==> src/rtl/noc_filereg_pkg.sv <==
// Shared types and constants for the NoC filereg <-> AXI-Stream bridge.
package noc_filereg_pkg;

  localparam int FREG_REQ_W  = 39;
  localparam int FREG_RSP_W  = 43;
  localparam int FREG_ADDR_W = 6;
  localparam int FREG_DATA_W = 32;

  localparam int HDR_OP_BIT   = 31;
  localparam int HDR_ADDR_MSB = 30;
  localparam int HDR_ADDR_LSB = 25;

  typedef struct packed {
    logic                   op;
    logic [FREG_ADDR_W-1:0] addr;
    logic [FREG_DATA_W-1:0] wdata;
  } freg_req_t;

  typedef struct packed {
    logic                   err;
    logic [3:0]             rsvd;
    logic [FREG_ADDR_W-1:0] addr;
    logic [FREG_DATA_W-1:0] rdata;
  } freg_rsp_t;

  typedef enum logic [2:0] {
    ST_HDR,
    ST_DATA,
    ST_FLUSH,
    ST_ISSUE,
    ST_WAIT_RSP,
    ST_RSP_HDR,
    ST_RSP_DATA
  } state_e;

  function automatic logic [31:0] rsp_header(logic err, logic [FREG_ADDR_W-1:0] addr);
    return {err, addr, 25'b0};
  endfunction

endpackage

==> src/rtl/noc_filereg_axis_bridge.sv <==
// Bridges 2-beat AXI-Stream request frames to a router filereg port and
// returns read responses as 2-beat frames to the requesting tile.
//
// state       | meaning
// ST_HDR      | waiting for header beat (op/addr/tid)
// ST_DATA     | waiting for wdata beat, must carry tlast
// ST_FLUSH    | discarding an over-long frame up to tlast
// ST_ISSUE    | holding request on the filereg port
// ST_WAIT_RSP | read issued, waiting for router response
// ST_RSP_HDR  | sending response header beat
// ST_RSP_DATA | sending response data beat (tlast)
module noc_filereg_axis_bridge
  import noc_filereg_pkg::*;
#(
  parameter int AXIStreamTDataWidth = 32,
  parameter int AXIStreamTIdWidth   = 5,
  parameter int AXIStreamTDestWidth = 5,
  parameter int LocalTileId         = 0
) (
  input  logic                           clk_network_i,
  input  logic                           rst_network_i,
  input  logic                           s_axis_tvalid,
  output logic                           s_axis_tready,
  input  logic                           s_axis_tlast,
  input  logic [AXIStreamTDataWidth-1:0] s_axis_tdata,
  input  logic [AXIStreamTIdWidth-1:0]   s_axis_tid,
  output logic                           m_axis_tvalid,
  input  logic                           m_axis_tready,
  output logic                           m_axis_tlast,
  output logic [AXIStreamTDataWidth-1:0] m_axis_tdata,
  output logic [AXIStreamTIdWidth-1:0]   m_axis_tid,
  output logic [AXIStreamTDestWidth-1:0] m_axis_tdest,
  output logic                           freg_req_valid_o,
  input  logic                           freg_req_ready_i,
  output logic [FREG_REQ_W-1:0]          freg_req_data_o,
  input  logic                           freg_rsp_valid_i,
  output logic                           freg_rsp_ready_o,
  input  logic [FREG_RSP_W-1:0]          freg_rsp_data_i,
  output logic                           drop_o
);

  state_e                   state;
  freg_req_t                req_q;
  freg_rsp_t                rsp_in;
  logic [AXIStreamTIdWidth-1:0] tid_q;
  logic [FREG_DATA_W-1:0]   rdata_q;
  logic [FREG_DATA_W-1:0]   m_data_q;
  logic                     s_beat;
  logic                     rsp_beat;
  logic                     m_beat;
  logic                     unused_bits;

  assign rsp_in          = freg_rsp_data_i;
  assign s_beat          = s_axis_tvalid & s_axis_tready;
  assign rsp_beat        = freg_rsp_valid_i & freg_rsp_ready_o;
  assign m_beat          = m_axis_tvalid & m_axis_tready;
  assign freg_req_data_o = req_q;
  assign m_axis_tid      = AXIStreamTIdWidth'(LocalTileId);
  assign unused_bits     = ^{rsp_in.rsvd, s_axis_tdata};

  always_comb begin
    m_axis_tdata = '0;
    m_axis_tdata[FREG_DATA_W-1:0] = m_data_q;
  end

  always_ff @(posedge clk_network_i) begin
    if (rst_network_i) begin
      state            <= ST_HDR;
      s_axis_tready    <= 1'b1;
      freg_req_valid_o <= 1'b0;
      freg_rsp_ready_o <= 1'b1;
      m_axis_tvalid    <= 1'b0;
      m_axis_tlast     <= 1'b0;
      m_axis_tdest     <= '0;
      m_data_q         <= '0;
      drop_o           <= 1'b0;
      req_q            <= '0;
      tid_q            <= '0;
      rdata_q          <= '0;
    end else begin
      // Any response taken while no read is outstanding is discarded.
      drop_o <= rsp_beat && (state != ST_WAIT_RSP);
      unique case (state)
        ST_HDR: if (s_beat) begin
          req_q.op   <= s_axis_tdata[HDR_OP_BIT];
          req_q.addr <= s_axis_tdata[HDR_ADDR_MSB:HDR_ADDR_LSB];
          tid_q      <= s_axis_tid;
          if (s_axis_tlast) drop_o <= 1'b1;
          else              state  <= ST_DATA;
        end
        ST_DATA: if (s_beat) begin
          req_q.wdata <= s_axis_tdata[FREG_DATA_W-1:0];
          if (s_axis_tlast) begin
            state            <= ST_ISSUE;
            s_axis_tready    <= 1'b0;
            freg_req_valid_o <= 1'b1;
          end else begin
            drop_o <= 1'b1;
            state  <= ST_FLUSH;
          end
        end
        ST_FLUSH: if (s_beat && s_axis_tlast) state <= ST_HDR;
        ST_ISSUE: if (freg_req_ready_i) begin
          freg_req_valid_o <= 1'b0;
          if (req_q.op) begin
            state         <= ST_HDR;
            s_axis_tready <= 1'b1;
          end else begin
            state <= ST_WAIT_RSP;
          end
        end
        ST_WAIT_RSP: if (rsp_beat) begin
          state            <= ST_RSP_HDR;
          freg_rsp_ready_o <= 1'b0;
          m_axis_tvalid    <= 1'b1;
          m_axis_tlast     <= 1'b0;
          m_data_q         <= rsp_header(rsp_in.err, rsp_in.addr);
          m_axis_tdest     <= AXIStreamTDestWidth'(tid_q);
          rdata_q          <= rsp_in.rdata;
        end
        ST_RSP_HDR: if (m_beat) begin
          state        <= ST_RSP_DATA;
          m_data_q     <= rdata_q;
          m_axis_tlast <= 1'b1;
        end
        ST_RSP_DATA: if (m_beat) begin
          state            <= ST_HDR;
          m_axis_tvalid    <= 1'b0;
          m_axis_tlast     <= 1'b0;
          m_data_q         <= '0;
          s_axis_tready    <= 1'b1;
          freg_rsp_ready_o <= 1'b1;
        end
        default: state <= ST_HDR;
      endcase
    end
  end

endmodule

==> config.mk <==
export PLATFORM = sky130hd
export DESIGN_NAME = noc_filereg_axis_bridge
export DESIGN_NICKNAME = d
export VERILOG_FILES = /design/src/rtl/noc_filereg_pkg.sv /design/src/rtl/noc_filereg_axis_bridge.sv
export SDC_FILE = /design/constraint.sdc
export NUM_CORES = 1
export LEC_CHECK = 0
export BUFFER_PORTS_ARGS = -buffer_cell sky130_fd_sc_hd__buf_2
export CAP_MARGIN = 20
export CELL_PAD_IN_SITES_DETAIL_PLACEMENT = 0
export CELL_PAD_IN_SITES_GLOBAL_PLACEMENT = 1
export CORE_ASPECT_RATIO = 1.2
export CORE_UTILIZATION = 31
export CTS_CLUSTER_DIAMETER = 150
export DETAILED_ROUTE_END_ITERATION = 7
export PLACE_DENSITY = 0.75
export SYNTH_ARGS = -nofsm -noshare
export SYNTH_HDL_FRONTEND = slang
export SYNTH_SLANG_ARGS = --single-unit
==> constraint.sdc <==
create_clock -name clk_network_i -period 1.4 [get_ports clk_network_i]
set_input_delay 0.07 -clock clk_network_i [delete_from_list [all_inputs] [get_ports clk_network_i]]
set_output_delay 0.07 -clock clk_network_i [all_outputs]
set_load 0.02 [all_outputs]
[Yosys cells after proc, flatten, opt, wreduce, memory -nomap -nowiden]
Index checks and enable logic that the tools add are counted.
Word-level totals
  memories: 0
  bits in latches: 0
  flip-flop bits (word level): 122
  ROM bits: 0
  bits of input ports: 87
  RAM bits: 0
Cells by class
  shifts and indexed selects: 0
  multipliers: 0
  reduce and logical (&&, ||, !) cells: 15
  bitwise gates (word level): 3
  add/subtract/negate cells: 0
  magnitude comparators: 0
  mux-type cells: 36
  div/mod/pow operators: 0
  eq/ne operators: 17
Operators with widths (count)
  32-bit two-way mux: 3
  32-bit case mux with 3 select lines: 1
  3-bit two-way mux: 9
  3-bit case mux with 7 select lines: 1
  2-bit inequality test (second input constant): 10
  1-bit two-way mux: 16
  3-bit equality test (second input constant): 3
  1-bit case mux with 2 select lines: 4
  4-bit AND reduction: 2
  8-bit AND reduction: 1
  3-bit by 2-bit equality test with 1-bit output (second input constant): 2
  1-bit case mux with 3 select lines: 2
  2-bit AND reduction: 3
  6-bit AND reduction: 1
  3-bit nonzero test: 2
  2-bit nonzero test: 2
  1-bit AND: 3
  3-bit by 1-bit equality test with 1-bit output (second input constant): 1
  3-bit zero test: 1
  3-bit inequality test (second input constant): 1
  3-bit AND reduction: 1
  1-bit logical AND: 2

[Longest topological paths before layout]
Gate-level depths: netlist (run 1).
  depth in word-level cells: 5
  gate-level depth with buffers: 7
  depth with buffers taken out: 4

[Worst setup path after synthesis (run 1)]
No wires, ideal clock.
  path type: reg-to-reg
  from: register s_axis_tready
  to: register req_q, in the netlist freg_req_data_o[38]
  data arrival time: 1411 ps
  data required time: 1268 ps
  setup slack: -144 ps
  period minus slack after synthesis: 1544 ps
  stages on the path, launching flop included: 6
  cell sequence: dfxtp_1 > nand2_1 > or4_1 > buf_2 > nand2_1 > a21oi_1
On the way
  longest elaborated chain between the ends: 2
Ends and longest elaborated chain
  start, declared: RTL line noc_filereg_axis_bridge.sv:23  | output logic s_axis_tready,
  start signal, assigned: RTL line noc_filereg_axis_bridge.sv:69  | s_axis_tready <= 1'b1;
  start signal, assigned: RTL line noc_filereg_axis_bridge.sv:95  | s_axis_tready <= 1'b0;
  start signal, assigned: RTL line noc_filereg_axis_bridge.sv:107  | s_axis_tready <= 1'b1;
  1-bit AND: RTL line noc_filereg_axis_bridge.sv:54  | assign s_beat = s_axis_tvalid & s_axis_tready;
  2-bit AND reduction (no source line)
  end, declared: RTL line noc_filereg_axis_bridge.sv:43  | freg_req_t req_q;
Every way passes these cells.
A chain may end at the register's enable or synchronous reset.

[Final worst setup path (run 1)]
  from: register state[0]
  to: register m_data_q[31], in the netlist m_axis_tdata[31]
On the way
  longest elaborated chain between the ends: 3
Ends and longest elaborated chain
  start, declared: RTL line noc_filereg_axis_bridge.sv:42  | state_e state;
  start signal, assigned: RTL line noc_filereg_axis_bridge.sv:68  | state <= ST_HDR;
  start signal, assigned: RTL line noc_filereg_axis_bridge.sv:89  | else state <= ST_DATA;
  start signal, assigned: RTL line noc_filereg_axis_bridge.sv:94  | state <= ST_ISSUE;
  3-bit equality test: RTL line noc_filereg_axis_bridge.sv:83  | unique case (state)
  2-bit inequality test (no source line) or 3-bit nonzero test (tied branches)
  4-bit AND reduction (no source line)
  end signal, assigned: RTL line noc_filereg_axis_bridge.sv:117  | m_data_q <= rsp_header(rsp_in.err, rsp_in.addr);
  end signal, assigned: RTL line noc_filereg_axis_bridge.sv:123  | m_data_q <= rdata_q;
  end, declared: RTL line noc_filereg_axis_bridge.sv:47  | logic [FREG_DATA_W-1:0] m_data_q;
Parallel ways exist; a longest one is shown, timed or not.

==> impl_metrics.prom, run 1 <==
# TYPE chip_impl_metric gauge
chip_impl_info{name="synth_area_leader_cell",value="sky130_fd_sc_hd__dfxtp_1"} 1
chip_impl_info{name="tritoncts",value="built"} 1
chip_impl_metric{name="route.final.wire_length",unit="mm"} 13.7
chip_impl_metric{name="ir_worst_vdd",unit="mV"} 0.617
chip_impl_info{name="start_kind",value="flip-flop"} 1
chip_impl_metric{name="detailedRoute.firstIterationViolations",unit=""} 175
chip_impl_metric{name="max_clock_freq",unit="MHz"} 681
chip_impl_metric{name="drt_pass1_iterations",unit=""} 4
chip_impl_metric{name="worstSkewPairLatency",unit="ps"} 420
chip_impl_info{name="synth_area_leaders",value="sky130_fd_sc_hd__dfxtp_1, sky130_fd_sc_hd__nand2_1, sky130_fd_sc_hd__a21oi_1"} 1
chip_impl_metric{name="placement.io_buffers",unit=""} 164
chip_impl_info{name="routed.top_layer",value="met4"} 1
chip_impl_info{name="worst_r2r_endpoint",value="m_axis_tdata[31]$_SDFFE_PP0P_"} 1
chip_impl_metric{name="wl_met2",unit="mm"} 6.75
chip_impl_metric{name="finalNonFillerCells",unit=""} 983
chip_impl_metric{name="yosysSeqAreaShare",unit="%"} 53.5
chip_impl_info{name="violations",value="negative setup slack"} 1
chip_impl_metric{name="chipWidth",unit="microns"} 113
chip_impl_metric{name="finalCriticalPeriod",unit="ps"} 1470
chip_impl_metric{name="rr_worst_depth",unit=""} 5
chip_impl_metric{name="totalNegativeSetupSlack",unit="ps"} -1290
chip_impl_info{name="r2r_start",value="state[0]$_SDFFE_PP0P_"} 1
chip_impl_metric{name="power.density_cell_area",unit="nW/um^2"} 1170
chip_impl_metric{name="data_required_time_of_the_worst_path",unit="ps"} 1690
chip_impl_metric{name="arrival_time_at_the_worst_endpoint",unit="ps"} 1760
chip_impl_info{name="crit_type",value="reg2reg"} 1
chip_impl_metric{name="detailedPlacementHpwl",unit="mm"} 8.61
chip_impl_metric{name="setup.reg_to_reg.worst_slack",unit="ps"} -70
chip_impl_metric{name="grt_usage",unit="%"} 18.2
chip_impl_metric{name="pin_count",unit=""} 174
chip_impl_metric{name="setup_ws",unit="ps"} -67.7
chip_impl_metric{name="finalNetCount",unit=""} 883
chip_impl_metric{name="drive_above_1_share",unit="%"} 36.6
chip_impl_info{name="critical_path.endpoint_type",value="flip-flop"} 1
chip_impl_info{name="hp-class",value="in2reg"} 1
chip_impl_metric{name="p_leak",unit="uW"} 0.00310
chip_impl_info{name="outcome",value="complete, but fails checks"} 1
chip_impl_metric{name="met1_length",unit="mm"} 5.95
chip_impl_metric{name="grt-ovfl-total",unit=""} 0
chip_impl_metric{name="yosysTopAreaCellShare",unit="%"} 53.5
chip_impl_metric{name="drc_errors",unit=""} 0
chip_impl_metric{name="maximum_number_of_pins_on_one_net_before_global_route_repair",unit=""} 65
chip_impl_metric{name="drv_slew",unit=""} 0
chip_impl_metric{name="chipHeight",unit="microns"} 135
chip_impl_metric{name="synth_cell_types",unit=""} 39
chip_impl_info{name="min-delay-start",value="rst_network_i"} 1
chip_impl_metric{name="worst_clock_skew",unit="ps"} 15.2
chip_impl_info{name="root_buffer",value="sky130_fd_sc_hd__clkbuf_16"} 1
chip_impl_metric{name="synth_cells",unit=""} 552
chip_impl_metric{name="holdPathStages",unit=""} 2
chip_impl_metric{name="final-hold-violation-count",unit=""} 0
chip_impl_metric{name="placedCellCount",unit=""} 875
chip_impl_metric{name="num_rows",unit=""} 48
chip_impl_metric{name="synth_seq_cells",unit=""} 122
chip_impl_info{name="grt_setup_unrepaired",value="yes"} 1
chip_impl_metric{name="clock_tree.buffer_depth",unit=""} 2
chip_impl_metric{name="post_synth_instance_area",unit="sq um"} 4560
chip_impl_metric{name="grt_antenna_before_repair",unit=""} 0
chip_impl_metric{name="dr_total_vias",unit=""} 4701
chip_impl_metric{name="wl_per_cell",unit="microns"} 14.0
chip_impl_metric{name="initial_core_util",unit="%"} 31.8
chip_impl_metric{name="gp_congestion",unit=""} 0.789
chip_impl_metric{name="final.fill_count",unit=""} 1356
chip_impl_metric{name="dieArea",unit="sq um"} 15200
chip_impl_metric{name="cts_htree_levels",unit=""} 4
chip_impl_metric{name="first_global_vias",unit=""} 4664
chip_impl_metric{name="post-place-ws",unit="ps"} -156
chip_impl_metric{name="vias_per_cell",unit=""} 4.78
chip_impl_metric{name="setup-violations-final",unit=""} 45
chip_impl_metric{name="cts.clk_slew.worst_paths",unit="ps"} 50
chip_impl_info{name="hold_path_end",value="freg_req_valid_o$_SDFFE_PP0P_"} 1
chip_impl_metric{name="first_pass_grt_wire_length",unit="mm"} 21.7
chip_impl_metric{name="cts_buffers",unit=""} 17
chip_impl_metric{name="fin_util",unit="%"} 51.6
chip_impl_metric{name="design.core.area",unit="sq um"} 14400
chip_impl_metric{name="syn2layout_area_growth",unit="%"} 62.3
chip_impl_metric{name="post_synth.cell_area_avg",unit="sq um"} 8.27
chip_impl_metric{name="met3RoutedLength",unit="microns"} 772
chip_impl_metric{name="timing.max_cap.violations",unit=""} 0
chip_impl_metric{name="critical_path.max_fanout",unit=""} 14
chip_impl_metric{name="fin_crit_sh",unit="%"} 105
chip_impl_metric{name="drt.antenna.violating_nets",unit=""} 0
chip_impl_metric{name="cts_sinks",unit=""} 122
chip_impl_metric{name="ys_warn_count",unit=""} 0
chip_impl_metric{name="n_antenna_cell",unit=""} 0
==> power by group <==
part / internal [uW] / switching, uW / total (uW) / leakage [uW]
clock network: 2690 / 1490 / 4180 / 0.000273
registers: 3550 / 51.4 / 3600 / 0.000987
logic: 452 / 460 / 912 / 0.00184
total: 6690 / 2000 / 8690 / 0.00310
==> kinds of logic after synthesis <==
logic type,Yosys count,synth area share (%)
and+or+nand+nor,235,21.3
AOI/OAI and AO/OA,140,19.0
DFF,122,53.5
buffers and inverters,51,5.56
xor gates and xnor gates,2,0.384
muxes,1,0.219
other,1,0.0822
==> critical path: stages, from the launching register on <==
cell and delay (ps):
sky130_fd_sc_hd__dfxtp_2 340, sky130_fd_sc_hd__buf_6 120, sky130_fd_sc_hd__o32a_4 430, sky130_fd_sc_hd__buf_12 170
sky130_fd_sc_hd__a221oi_2 200, sky130_fd_sc_hd__nor3_1 80
==> layer usage <==
| metal | global-route usage (%) | up-vias |
|---|---|---|
| met5 | 0 | - |
| met4 | 9.19 | 0 |
| met3 | 5.61 | 23 |
| met2 | 30.8 | 148 |
| met1 | 20.6 | 2192 |
| li1 | - | 2338 |
==> timing repair <==
item | in CTS | in global routing
hold buffers | 72 | 0
gates resized for setup | 39 | 47
endpoints found under the setup margin | 105 | 102
pin swaps | 18 | 9
hold endpoints to repair | 81 | 0
cloned | 2 | 2
setup buffers | 1 | 1
==> worst max path at each step <==
stage | from | end | cells past startpoint
2_1_floorplan | state[0]$_SDFFE_PP0P_ | freg_req_data_o[38]$_SDFFE_PP0P_ | 5
3_3_place_gp | state[2]$_SDFFE_PP0P_ | m_axis_tdata[8]$_SDFFE_PP0P_ | 5
3_5_place_dp | state[2]$_SDFFE_PP0P_ | m_axis_tdata[31]$_SDFFE_PP0P_ | 5
4_1_cts | state[1]$_SDFFE_PP0P_ | tid_q[0]$_SDFFE_PP0P_ | 5
5_1_grt | state[0]$_SDFFE_PP0P_ | m_axis_tdata[31]$_SDFFE_PP0P_ | 5
6_report | state[0]$_SDFFE_PP0P_ | m_axis_tdata[31]$_SDFFE_PP0P_ | 5
==> state kept, by name, indices dropped and copies added, names as in the netlist, 3 cells and up <==
| name | count |
|---|---|
| tid_q | 5 |
| m_axis_tdest | 5 |
| rdata_q | 32 |
| freg_req_data_o | 39 |
| m_axis_tdata | 32 |
| state | 3 |
==> synth_stat cells <==
cell,n
sky130_fd_sc_hd__a21o_1,1
sky130_fd_sc_hd__a2bb2oi_1,1
sky130_fd_sc_hd__clkbuf_1,20
sky130_fd_sc_hd__o22ai_1,1
sky130_fd_sc_hd__nand3_1,2
sky130_fd_sc_hd__xor2_1,1
sky130_fd_sc_hd__a32oi_1,2
sky130_fd_sc_hd__o21ai_1,1
sky130_fd_sc_hd__nand2b_4,1
sky130_fd_sc_hd__a21oi_1,86
sky130_fd_sc_hd__o21ai_0,1
sky130_fd_sc_hd__buf_2,20
sky130_fd_sc_hd__buf_4,10
sky130_fd_sc_hd__nor3_1,10
sky130_fd_sc_hd__o311ai_0,1
sky130_fd_sc_hd__mux2i_1,1
sky130_fd_sc_hd__nand2b_1,3
sky130_fd_sc_hd__conb_1,1
sky130_fd_sc_hd__xnor2_1,1
sky130_fd_sc_hd__dfxtp_1,122
sky130_fd_sc_hd__o32a_1,1
sky130_fd_sc_hd__nand2_1,167
sky130_fd_sc_hd__nand4b_1,1
sky130_fd_sc_hd__and3_1,1
sky130_fd_sc_hd__a21bo_2,1
sky130_fd_sc_hd__nor3_2,1
sky130_fd_sc_hd__a22oi_1,25
sky130_fd_sc_hd__o41ai_1,1
sky130_fd_sc_hd__a221oi_1,8
sky130_fd_sc_hd__a311o_1,1
sky130_fd_sc_hd__a22o_1,7
sky130_fd_sc_hd__nor2_1,35
sky130_fd_sc_hd__nor4_2,1
sky130_fd_sc_hd__inv_1,1
sky130_fd_sc_hd__a211o_1,1
sky130_fd_sc_hd__nor2b_1,10
sky130_fd_sc_hd__or3_1,2
sky130_fd_sc_hd__a41o_1,1
sky130_fd_sc_hd__or4_1,1
==> cell usage in the layout, fill, tap and decap left out, types with 2 or more instances in the layout <==
| cell | n |
|---|---|
| sky130_fd_sc_hd__a21oi_1 | 73 |
| sky130_fd_sc_hd__a21oi_2 | 13 |
| sky130_fd_sc_hd__a221oi_2 | 8 |
| sky130_fd_sc_hd__a22o_1 | 7 |
| sky130_fd_sc_hd__a22oi_1 | 8 |
| sky130_fd_sc_hd__a22oi_2 | 17 |
| sky130_fd_sc_hd__a32oi_1 | 2 |
| sky130_fd_sc_hd__buf_12 | 8 |
| sky130_fd_sc_hd__buf_2 | 163 |
| sky130_fd_sc_hd__buf_4 | 20 |
| sky130_fd_sc_hd__buf_6 | 6 |
| sky130_fd_sc_hd__bufinv_16 | 2 |
| sky130_fd_sc_hd__clkbuf_1 | 4 |
| sky130_fd_sc_hd__clkbuf_16 | 18 |
| sky130_fd_sc_hd__clkbuf_8 | 2 |
| sky130_fd_sc_hd__clkinv_2 | 4 |
| sky130_fd_sc_hd__clkinvlp_4 | 2 |
| sky130_fd_sc_hd__conb_1 | 5 |
| sky130_fd_sc_hd__dfxtp_1 | 117 |
| sky130_fd_sc_hd__dfxtp_2 | 3 |
| sky130_fd_sc_hd__dfxtp_4 | 2 |
| sky130_fd_sc_hd__dlygate4sd3_1 | 72 |
| sky130_fd_sc_hd__nand2_1 | 153 |
| sky130_fd_sc_hd__nand2_2 | 7 |
| sky130_fd_sc_hd__nand2_4 | 7 |
| sky130_fd_sc_hd__nand2b_1 | 2 |
| sky130_fd_sc_hd__nand2b_4 | 2 |
| sky130_fd_sc_hd__nand3_1 | 2 |
| sky130_fd_sc_hd__nor2_1 | 34 |
| sky130_fd_sc_hd__nor2b_1 | 9 |
| sky130_fd_sc_hd__nor3_1 | 9 |
==> per-stage QoR <==
| step | hold WS (ps) | instance area, sq um | power [uW] |
|---|---|---|---|
| 2_1_floorplan | 206 | 4700 | 4040 |
| 3_3_place_gp | 312 | 5720 | 4300 |
| 3_5_place_dp | 317 | 5720 | 4310 |
| 4_1_cts | -5.99 | 7140 | 8720 |
| 5_1_grt | 9.91 | 7410 | 9050 |
| 6_report | 10.4 | 7410 | 8690 |
==> layout make-up <==
cell class | count | area, sq um | share of cell area, %
Clock buffer | 23 | 468 | 6.32
Timing Repair Buffer | 271 | 1950 | 26.4
Sequential cell | 122 | 2450 | 33.1
Inverter | 1 | 3.75 | 0.0507
Tap cell | 175 | 219 | 2.96
Multi-Input combinational cell | 383 | 2210 | 29.9
Clock inverter | 8 | 95.1 | 1.28
Note: power is estimated with default switching activity, not from simulation.
==> run 2, diff against run 1 <==
ABC_AREA = 1   (was unset)
GPL_TIMING_DRIVEN = 0   (was unset)
==> impl_metrics.prom, run 2 <==
# TYPE chip_impl_metric gauge
chip_impl_metric{name="cts_buffers",unit=""} 17
chip_impl_metric{name="timing.max_cap.violations",unit=""} 0
chip_impl_metric{name="worstSkewPairLatency",unit="ps"} 410
chip_impl_info{name="start_kind",value="flip-flop"} 1
chip_impl_metric{name="arrival_time_at_the_worst_endpoint",unit="ps"} 1710
chip_impl_metric{name="grtUsageMet2",unit="%"} 31.6
chip_impl_metric{name="worst_clock_skew",unit="ps"} 6.56
chip_impl_metric{name="drc_errors",unit=""} 0
chip_impl_metric{name="vias_per_cell",unit=""} 4.50
chip_impl_info{name="global_route_layer_with_the_greatest_usage",value="met2"} 1
chip_impl_metric{name="synth_cells",unit=""} 628
chip_impl_metric{name="dieArea",unit="sq um"} 15800
chip_impl_metric{name="num_rows",unit=""} 49
chip_impl_info{name="flip_flop_cell_with_the_highest_count_after_synthesis",value="sky130_fd_sc_hd__dfxtp_1"} 1
chip_impl_metric{name="setup_ws",unit="ps"} -44.5
chip_impl_metric{name="finalCriticalPeriod",unit="ps"} 1440
chip_impl_metric{name="synth_cell_types",unit=""} 26
chip_impl_metric{name="final.fill_count",unit=""} 1496
chip_impl_metric{name="clock_power_share",unit="%"} 34.9
chip_impl_metric{name="grt_antenna_before_repair",unit=""} 0
chip_impl_metric{name="cts.clk_slew.worst_paths",unit="ps"} 50
chip_impl_metric{name="cts_sinks",unit=""} 122
chip_impl_metric{name="tightest_slew",unit="ps"} 767
chip_impl_metric{name="postPlaceCellArea",unit="sq um"} 5830
chip_impl_info{name="grt_setup_unrepaired",value="yes"} 1
chip_impl_metric{name="pin_count",unit=""} 174
chip_impl_metric{name="cts_htree_levels",unit=""} 4
chip_impl_metric{name="post-place-ws",unit="ps"} -349
chip_impl_info{name="synth_area_leader_cell",value="sky130_fd_sc_hd__dfxtp_1"} 1
chip_impl_metric{name="max_clock_freq",unit="MHz"} 692
chip_impl_metric{name="finalNetCount",unit=""} 995
chip_impl_metric{name="fin_total_pwr",unit="uW"} 12100
chip_impl_metric{name="fin_crit_sh",unit="%"} 103
chip_impl_metric{name="count_of_flip_flops_with_a_built_in_enable_after_synthesis",unit=""} 0
chip_impl_metric{name="yosysSeqAreaShare",unit="%"} 51.5
chip_impl_metric{name="drive_above_1_share",unit="%"} 36.6
chip_impl_metric{name="slew_headroom",unit="%"} 48.9
chip_impl_info{name="hp-class",value="in2reg"} 1
chip_impl_info{name="outcome",value="complete, but fails checks"} 1
chip_impl_metric{name="critical_path.max_fanout",unit=""} 7
chip_impl_info{name="tritoncts",value="built"} 1
chip_impl_metric{name="grt_use_met1",unit="%"} 21.9
chip_impl_metric{name="first_global_vias",unit=""} 4641
chip_impl_metric{name="n_antenna_cell",unit=""} 0
chip_impl_metric{name="maximum_number_of_pins_on_one_net_before_global_route_repair",unit=""} 17
chip_impl_metric{name="drv_slew",unit=""} 0
chip_impl_metric{name="wl_per_cell",unit="microns"} 13.0
chip_impl_metric{name="setup-violations-final",unit=""} 27
chip_impl_metric{name="dr_total_vias",unit=""} 5051
chip_impl_metric{name="gp_congestion",unit=""} 0.779
chip_impl_info{name="root_buffer",value="sky130_fd_sc_hd__clkbuf_16"} 1
chip_impl_metric{name="ys_async_sr_fraction",unit="%"} 0
chip_impl_metric{name="p_sw_share",unit="%"} 32.5
chip_impl_info{name="crit_type",value="reg2reg"} 1
chip_impl_metric{name="p_leak",unit="uW"} 0.00349
chip_impl_metric{name="final-hold-violation-count",unit=""} 0
chip_impl_metric{name="post_synth_instance_area",unit="sq um"} 4740
chip_impl_metric{name="largest_reg_flops",unit=""} 39
chip_impl_metric{name="post_synth.cell_area_avg",unit="sq um"} 7.55
chip_impl_metric{name="groute.layer.met3.usage",unit="%"} 4.66
chip_impl_metric{name="initial_core_util",unit="%"} 31.7
chip_impl_info{name="violations",value="negative setup slack"} 1
chip_impl_metric{name="first_pass_grt_wire_length",unit="mm"} 22.5
chip_impl_info{name="synth_area_leaders",value="sky130_fd_sc_hd__dfxtp_1, sky130_fd_sc_hd__nand2_1, sky130_fd_sc_hd__a21oi_1"} 1
chip_impl_metric{name="clock_tree.buffer_depth",unit=""} 2
chip_impl_metric{name="chipHeight",unit="microns"} 137
chip_impl_metric{name="yosysTopAreaCellShare",unit="%"} 51.5
chip_impl_metric{name="p_seq_share",unit="%"} 34.6
chip_impl_metric{name="fin_area",unit="sq um"} 7900
chip_impl_metric{name="drt_pass1_iterations",unit=""} 4
chip_impl_metric{name="switchingPower",unit="uW"} 3930
chip_impl_metric{name="data_required_time_of_the_worst_path",unit="ps"} 1670
chip_impl_metric{name="synth_seq_cells",unit=""} 122
chip_impl_metric{name="chipWidth",unit="microns"} 115
chip_impl_metric{name="placement.io_buffers",unit=""} 163
chip_impl_metric{name="syn2layout_area_growth",unit="%"} 66.7
chip_impl_metric{name="grt-ovfl-total",unit=""} 0
chip_impl_info{name="critical_path.endpoint_type",value="flip-flop"} 1
chip_impl_metric{name="detailedPlacementHpwl",unit="mm"} 9.85
chip_impl_info{name="layout_common_cells",value="sky130_fd_sc_hd__buf_2, sky130_fd_sc_hd__nand2_1, sky130_fd_sc_hd__dfxtp_1"} 1
chip_impl_metric{name="combinationalPowerShare",unit="%"} 30.6
chip_impl_info{name="synth_most_common_cell",value="sky130_fd_sc_hd__nand2_1"} 1
chip_impl_metric{name="ys_warn_count",unit=""} 0
chip_impl_metric{name="drt.antenna.violating_nets",unit=""} 0
chip_impl_metric{name="route.final.wire_length",unit="mm"} 14.6
chip_impl_metric{name="ir_worst_vdd",unit="mV"} 0.840
chip_impl_metric{name="power.density_cell_area",unit="nW/um^2"} 1530
chip_impl_info{name="synth_common_cells",value="sky130_fd_sc_hd__nand2_1, sky130_fd_sc_hd__dfxtp_1, sky130_fd_sc_hd__nor2_1"} 1
chip_impl_info{name="mostFrequentLayoutCell",value="sky130_fd_sc_hd__buf_2"} 1
chip_impl_metric{name="power.internal",unit="uW"} 8180
chip_impl_metric{name="setup.reg_to_reg.worst_slack",unit="ps"} -40
chip_impl_metric{name="design.core.area",unit="sq um"} 15000
chip_impl_metric{name="grt_usage",unit="%"} 18.6
chip_impl_metric{name="detailedRoute.firstIterationViolations",unit=""} 188
[run 2: changes by cell type after synthesis, moves of 5 or more]
cell / change
sky130_fd_sc_hd__a21oi_1: -7
sky130_fd_sc_hd__a221oi_1: -8
sky130_fd_sc_hd__a22o_1: -7
sky130_fd_sc_hd__a22oi_1: -25
sky130_fd_sc_hd__buf_2: -13
sky130_fd_sc_hd__inv_1: +29
sky130_fd_sc_hd__inv_2: +5
sky130_fd_sc_hd__nand2_1: -20
sky130_fd_sc_hd__nand3_1: +40
sky130_fd_sc_hd__nor2_1: +57
sky130_fd_sc_hd__nor2b_1: -10
sky130_fd_sc_hd__nor3_1: -9
sky130_fd_sc_hd__o21ai_0: +50
[run 2: final timing paths]
| path | cells after the start | to | startpoint |
|---|---|---|---|
| hold reg to reg | 2 | freg_req_data_o[32]$_SDFFE_PP0P_ | freg_req_data_o[32]$_SDFFE_PP0P_ |
| setup / recovery | 9 | m_axis_tdata[24]$_SDFFE_PP0P_ | state[2]$_SDFFE_PP0P_ |
| hold / removal | 7 | m_axis_tdata[27]$_SDFFE_PP0P_ | freg_rsp_data_i[34] |
| setup reg to reg | 9 | m_axis_tdata[24]$_SDFFE_PP0P_ | state[2]$_SDFFE_PP0P_ |
[run 2: kinds of logic (layout without fill, tap and decap cells)]
group	count (synthesis)	count (layout)	share of synthesized area, %
AO/OA/AOI/OAI	135	135	14.3
buffers and inverters	78	365	7.87
flip-flops	122	122	51.5
other	1	5	0.0791
AND/OR/NAND/NOR	292	292	26.2
[run 2: final cells by class]
class | count | area, sq um | share of cell area, %
timing repair buffer | 257 | 1830 | 23.2
buffer | 43 | 373 | 4.72
inverter | 35 | 164 | 2.07
clock buffer | 21 | 470 | 5.96
multi-input combinational | 432 | 2260 | 28.6
tap | 204 | 255 | 3.23
clock inverter | 9 | 97.6 | 1.24
sequential | 122 | 2450 | 31.0
[run 2: layer usage]
layer  share of wire [%]  up-vias
met5                   0        -
met4                 3.1        0
met3                 3.9       32
met2                  51      136
met1                  42     2302
li1                    -     2581
[run 2: worst max-delay path, cell delays in order, from the launching register on]
cell and delay, ps:
sky130_fd_sc_hd__dfxtp_2 310, sky130_fd_sc_hd__buf_6 130, sky130_fd_sc_hd__buf_6 120, sky130_fd_sc_hd__nand3_4 70, sky130_fd_sc_hd__nand2_4 90, sky130_fd_sc_hd__nor2_8 180
sky130_fd_sc_hd__nand2_8 120, sky130_fd_sc_hd__clkbuf_16 180, sky130_fd_sc_hd__nand2_1 50, sky130_fd_sc_hd__a21oi_1 50
[run 2: power groups by stage]
| stage | Combinational (uW) | Clock [uW] | Sequential, uW |
|---|---|---|---|
| finish | 3700 | 4220 | 4180 |
| global placement | 2750 | 0 | 4220 |
| CTS | 3190 | 4320 | 4170 |
| global route | 4070 | 4490 | 4230 |
| floorplan | 1450 | 0 | 4650 |
| detailed placement | 2750 | 0 | 4230 |
[run 2: repair_timing]
item                                    CTS  global route
buffers inserted                         14             4
endpoints found under the setup margin  118           116
resized for setup                        46           149
hold buffers                             69             0
pin swaps                                10            17
hold endpoints to repair                 76             0
cloned                                    1             6
[run 2: per-stage QoR]
step                      std cells  utilization [%]  setup TNS [ps]  hold WS, ps
after floorplan                 632                -               0          213
after CTS                      1113             49.2           -6.39         42.5
after global routing           1123             52.8           -6600         84.6
final                          1123             52.8            -686         64.2
after global placement          999             39.0          -24800          321
after detailed placement        999             39.0          -23910          324
==> run 3, diff against run 2 <==
--- a/constraint.sdc
+++ b/constraint.sdc
@@ -3,2 +3,2 @@
 set_output_delay 0.07 -clock clk_network_i [all_outputs]
-set_load 0.02 [all_outputs]
+set_load 0.01 [all_outputs]
==> impl_metrics.prom, run 3 (synthesis results as in run 2) <==
# TYPE chip_impl_metric gauge
chip_impl_info{name="hp-class",value="in2reg"} 1
chip_impl_metric{name="n_antenna_cell",unit=""} 0
chip_impl_metric{name="drive_above_1_share",unit="%"} 45.3
chip_impl_metric{name="cts_htree_levels",unit=""} 4
chip_impl_metric{name="timing.max_cap.violations",unit=""} 0
chip_impl_metric{name="detailedPlacementHpwl",unit="mm"} 9.87
chip_impl_metric{name="seq_area",unit="sq um"} 2450
chip_impl_metric{name="finalNetCount",unit=""} 1011
chip_impl_metric{name="drt.antenna.violating_nets",unit=""} 0
chip_impl_metric{name="arrival_time_at_the_worst_endpoint",unit="ps"} 1850
chip_impl_metric{name="placedCellCount",unit=""} 999
chip_impl_info{name="layout_common_cells",value="sky130_fd_sc_hd__buf_2, sky130_fd_sc_hd__dfxtp_1, sky130_fd_sc_hd__nand2_1"} 1
chip_impl_metric{name="dr_total_vias",unit=""} 5182
chip_impl_info{name="critical-path-top-cell-by-count",value="sky130_fd_sc_hd__buf_8"} 1
chip_impl_metric{name="drc_errors",unit=""} 0
chip_impl_metric{name="switchingPower",unit="uW"} 3860
chip_impl_metric{name="fin_crit_sh",unit="%"} 108
chip_impl_metric{name="first_global_vias",unit=""} 4723
chip_impl_metric{name="postPlaceCellArea",unit="sq um"} 5820
chip_impl_info{name="outcome",value="complete, but fails checks"} 1
chip_impl_metric{name="cts_sinks",unit=""} 122
chip_impl_metric{name="grt_usage",unit="%"} 19.0
chip_impl_info{name="critical_path.endpoint_type",value="flip-flop"} 1
chip_impl_metric{name="tightest_slew",unit="ps"} 753
chip_impl_metric{name="initial_core_util",unit="%"} 31.7
chip_impl_metric{name="grt-ovfl-total",unit=""} 0
chip_impl_info{name="tritoncts",value="built"} 1
chip_impl_info{name="crit_path_cell_trace",value="buf_8 -> nand4_1 -> nand2_4 -> nor2_8 -> buf_12 -> buf_8 -> nand3_1 -> a21oi_2"} 1
chip_impl_metric{name="combinationalPowerShare",unit="%"} 30.9
chip_impl_metric{name="design.core.area",unit="sq um"} 15000
chip_impl_metric{name="syn2layout_area_growth",unit="%"} 81.3
chip_impl_metric{name="maximum_number_of_pins_on_one_net_before_global_route_repair",unit=""} 17
chip_impl_metric{name="wl_per_cell",unit="microns"} 13.9
chip_impl_info{name="critical_path.top_delay_family",value="simple AND/OR/NAND/NOR gates"} 1
chip_impl_metric{name="critical_path.max_fanout",unit=""} 8
chip_impl_metric{name="clock_tree.buffer_depth",unit=""} 2
chip_impl_metric{name="drt_pass1_iterations",unit=""} 4
chip_impl_metric{name="p_seq_share",unit="%"} 33.7
chip_impl_metric{name="chipWidth",unit="microns"} 115
chip_impl_metric{name="cts_buffers",unit=""} 17
chip_impl_metric{name="detailedRoute.firstIterationViolations",unit=""} 170
chip_impl_metric{name="placement.io_buffers",unit=""} 163
chip_impl_metric{name="setup_ws",unit="ps"} -107
chip_impl_metric{name="finalCriticalPeriod",unit="ps"} 1510
chip_impl_metric{name="fin_area",unit="sq um"} 8590
chip_impl_metric{name="largest_reg_flops",unit=""} 39
chip_impl_metric{name="multi_input_area",unit="sq um"} 2630
chip_impl_metric{name="p_leak",unit="uW"} 0.00392
chip_impl_metric{name="slew_headroom",unit="%"} 49.8
chip_impl_metric{name="vias_per_cell",unit=""} 4.54
chip_impl_metric{name="power.density_cell_area",unit="nW/um^2"} 1450
chip_impl_info{name="mostFrequentLayoutCell",value="sky130_fd_sc_hd__buf_2"} 1
chip_impl_metric{name="final.fill_count",unit=""} 1415
chip_impl_metric{name="ir_worst_vdd",unit="mV"} 0.739
chip_impl_info{name="cp_slowest_cell",value="sky130_fd_sc_hd__dfxtp_2"} 1
chip_impl_metric{name="final-hold-violation-count",unit=""} 0
chip_impl_metric{name="route.final.wire_length",unit="mm"} 15.9
chip_impl_metric{name="pin_count",unit=""} 174
chip_impl_metric{name="drv_slew",unit=""} 0
chip_impl_info{name="violations",value="negative setup slack"} 1
chip_impl_info{name="root_buffer",value="sky130_fd_sc_hd__clkbuf_16"} 1
chip_impl_metric{name="cp.buffers_inverters",unit=""} 3
chip_impl_metric{name="setup-violations-final",unit=""} 75
chip_impl_info{name="crit_type",value="reg2reg"} 1
chip_impl_metric{name="data_required_time_of_the_worst_path",unit="ps"} 1740
chip_impl_metric{name="finalNonFillerCells",unit=""} 1141
chip_impl_metric{name="cts.clk_slew.worst_paths",unit="ps"} 50
chip_impl_metric{name="dieArea",unit="sq um"} 15800
chip_impl_metric{name="max_clock_freq",unit="MHz"} 663
chip_impl_metric{name="clock_power_share",unit="%"} 35.4
chip_impl_metric{name="num_rows",unit=""} 49
chip_impl_metric{name="grt_antenna_before_repair",unit=""} 0
chip_impl_metric{name="chipHeight",unit="microns"} 137
chip_impl_metric{name="worst_clock_skew",unit="ps"} 6.92
chip_impl_metric{name="post-place-ws",unit="ps"} -349
chip_impl_info{name="grt_setup_unrepaired",value="yes"} 1
chip_impl_metric{name="critical-path-max-stage-delay",unit="ps"} 320
chip_impl_metric{name="gp_congestion",unit=""} 0.776
chip_impl_metric{name="p_sw_share",unit="%"} 31.1
chip_impl_info{name="start_kind",value="flip-flop"} 1
chip_impl_metric{name="worstSkewPairLatency",unit="ps"} 420
chip_impl_metric{name="power.internal",unit="uW"} 8560
chip_impl_metric{name="first_pass_grt_wire_length",unit="mm"} 23.0
==> run 3: worst min-delay path, delay by kind of cell <==
kind,cells,cell delay (ps)
and+or+nand+nor,2,130
buffers and inverters,2,140
AOI/OAI and AO/OA,1,60
==> run 3: area by class of cell <==
cell class / count / area share (%)
Multi-Input combinational cell: 432 / 30.6
Sequential cell: 122 / 28.5
Timing Repair Buffer: 272 / 23.9
Clock buffer: 26 / 5.93
Buffer: 43 / 4.90
Tap cell: 204 / 2.97
Inverter: 35 / 2.01
Clock inverter: 6 / 0.991
Timing Repair inverter: 1 / 0.131
==> run 3: worst paths after layout <==
kind / startpoint / to / slack, ps / depth (start not counted)
min: freg_req_ready_i / freg_req_valid_o$_SDFFE_PP0P_ / 40 / 5
max: state[1]$_SDFFE_PP0P_ / m_axis_tdata[17]$_SDFFE_PP0P_ / -110 / 8
min reg2reg: freg_req_data_o[37]$_SDFFE_PP0P_ / freg_req_data_o[37]$_SDFFE_PP0P_ / 440 / 2
max reg2reg: state[1]$_SDFFE_PP0P_ / m_axis_tdata[17]$_SDFFE_PP0P_ / -110 / 8
==> run 3: power groups by stage <==
stage	combinational [uW]	sequential, uW	clock [uW]
floorplan	1440	4390	0
finish	3830	4190	4390
CTS	3200	4180	4480
global route	4180	4240	4640
global placement	2480	4220	0
detailed placement	2490	4230	0
==> run 3: timing repair <==
action                                  4_1_cts  5_1_grt
endpoints found under the hold margin        76        0
pin swaps                                    15       50
setup buffers                                24        6
gates cloned                                  1       11
resized for setup                            76      236
endpoints found under the setup margin      120      119
hold buffers                                 69        0
==> run 3: per-layer routing <==
layer	wire, microns	track usage (%)
met2	8250	33.1
met5	0	0
met4	336	8.15
met3	597	4.80
met1	6730	22.1
==> run 3: per-stage QoR <==
| step | hold slack (ps) | util [%] | total power, uW | TNS (ps) |
|---|---|---|---|---|
| after floorplan | 213 | - | 5830 | 0 |
| after global placement | 320 | 38.9 | 6700 | -26650 |
| after detailed placement | 324 | 38.9 | 6720 | -26120 |
| after CTS | 32.6 | 50.7 | 11900 | -681 |
| after global routing | 64.5 | 57.4 | 13100 | -9470 |
| final | 42.5 | 57.4 | 12400 | -2490 |
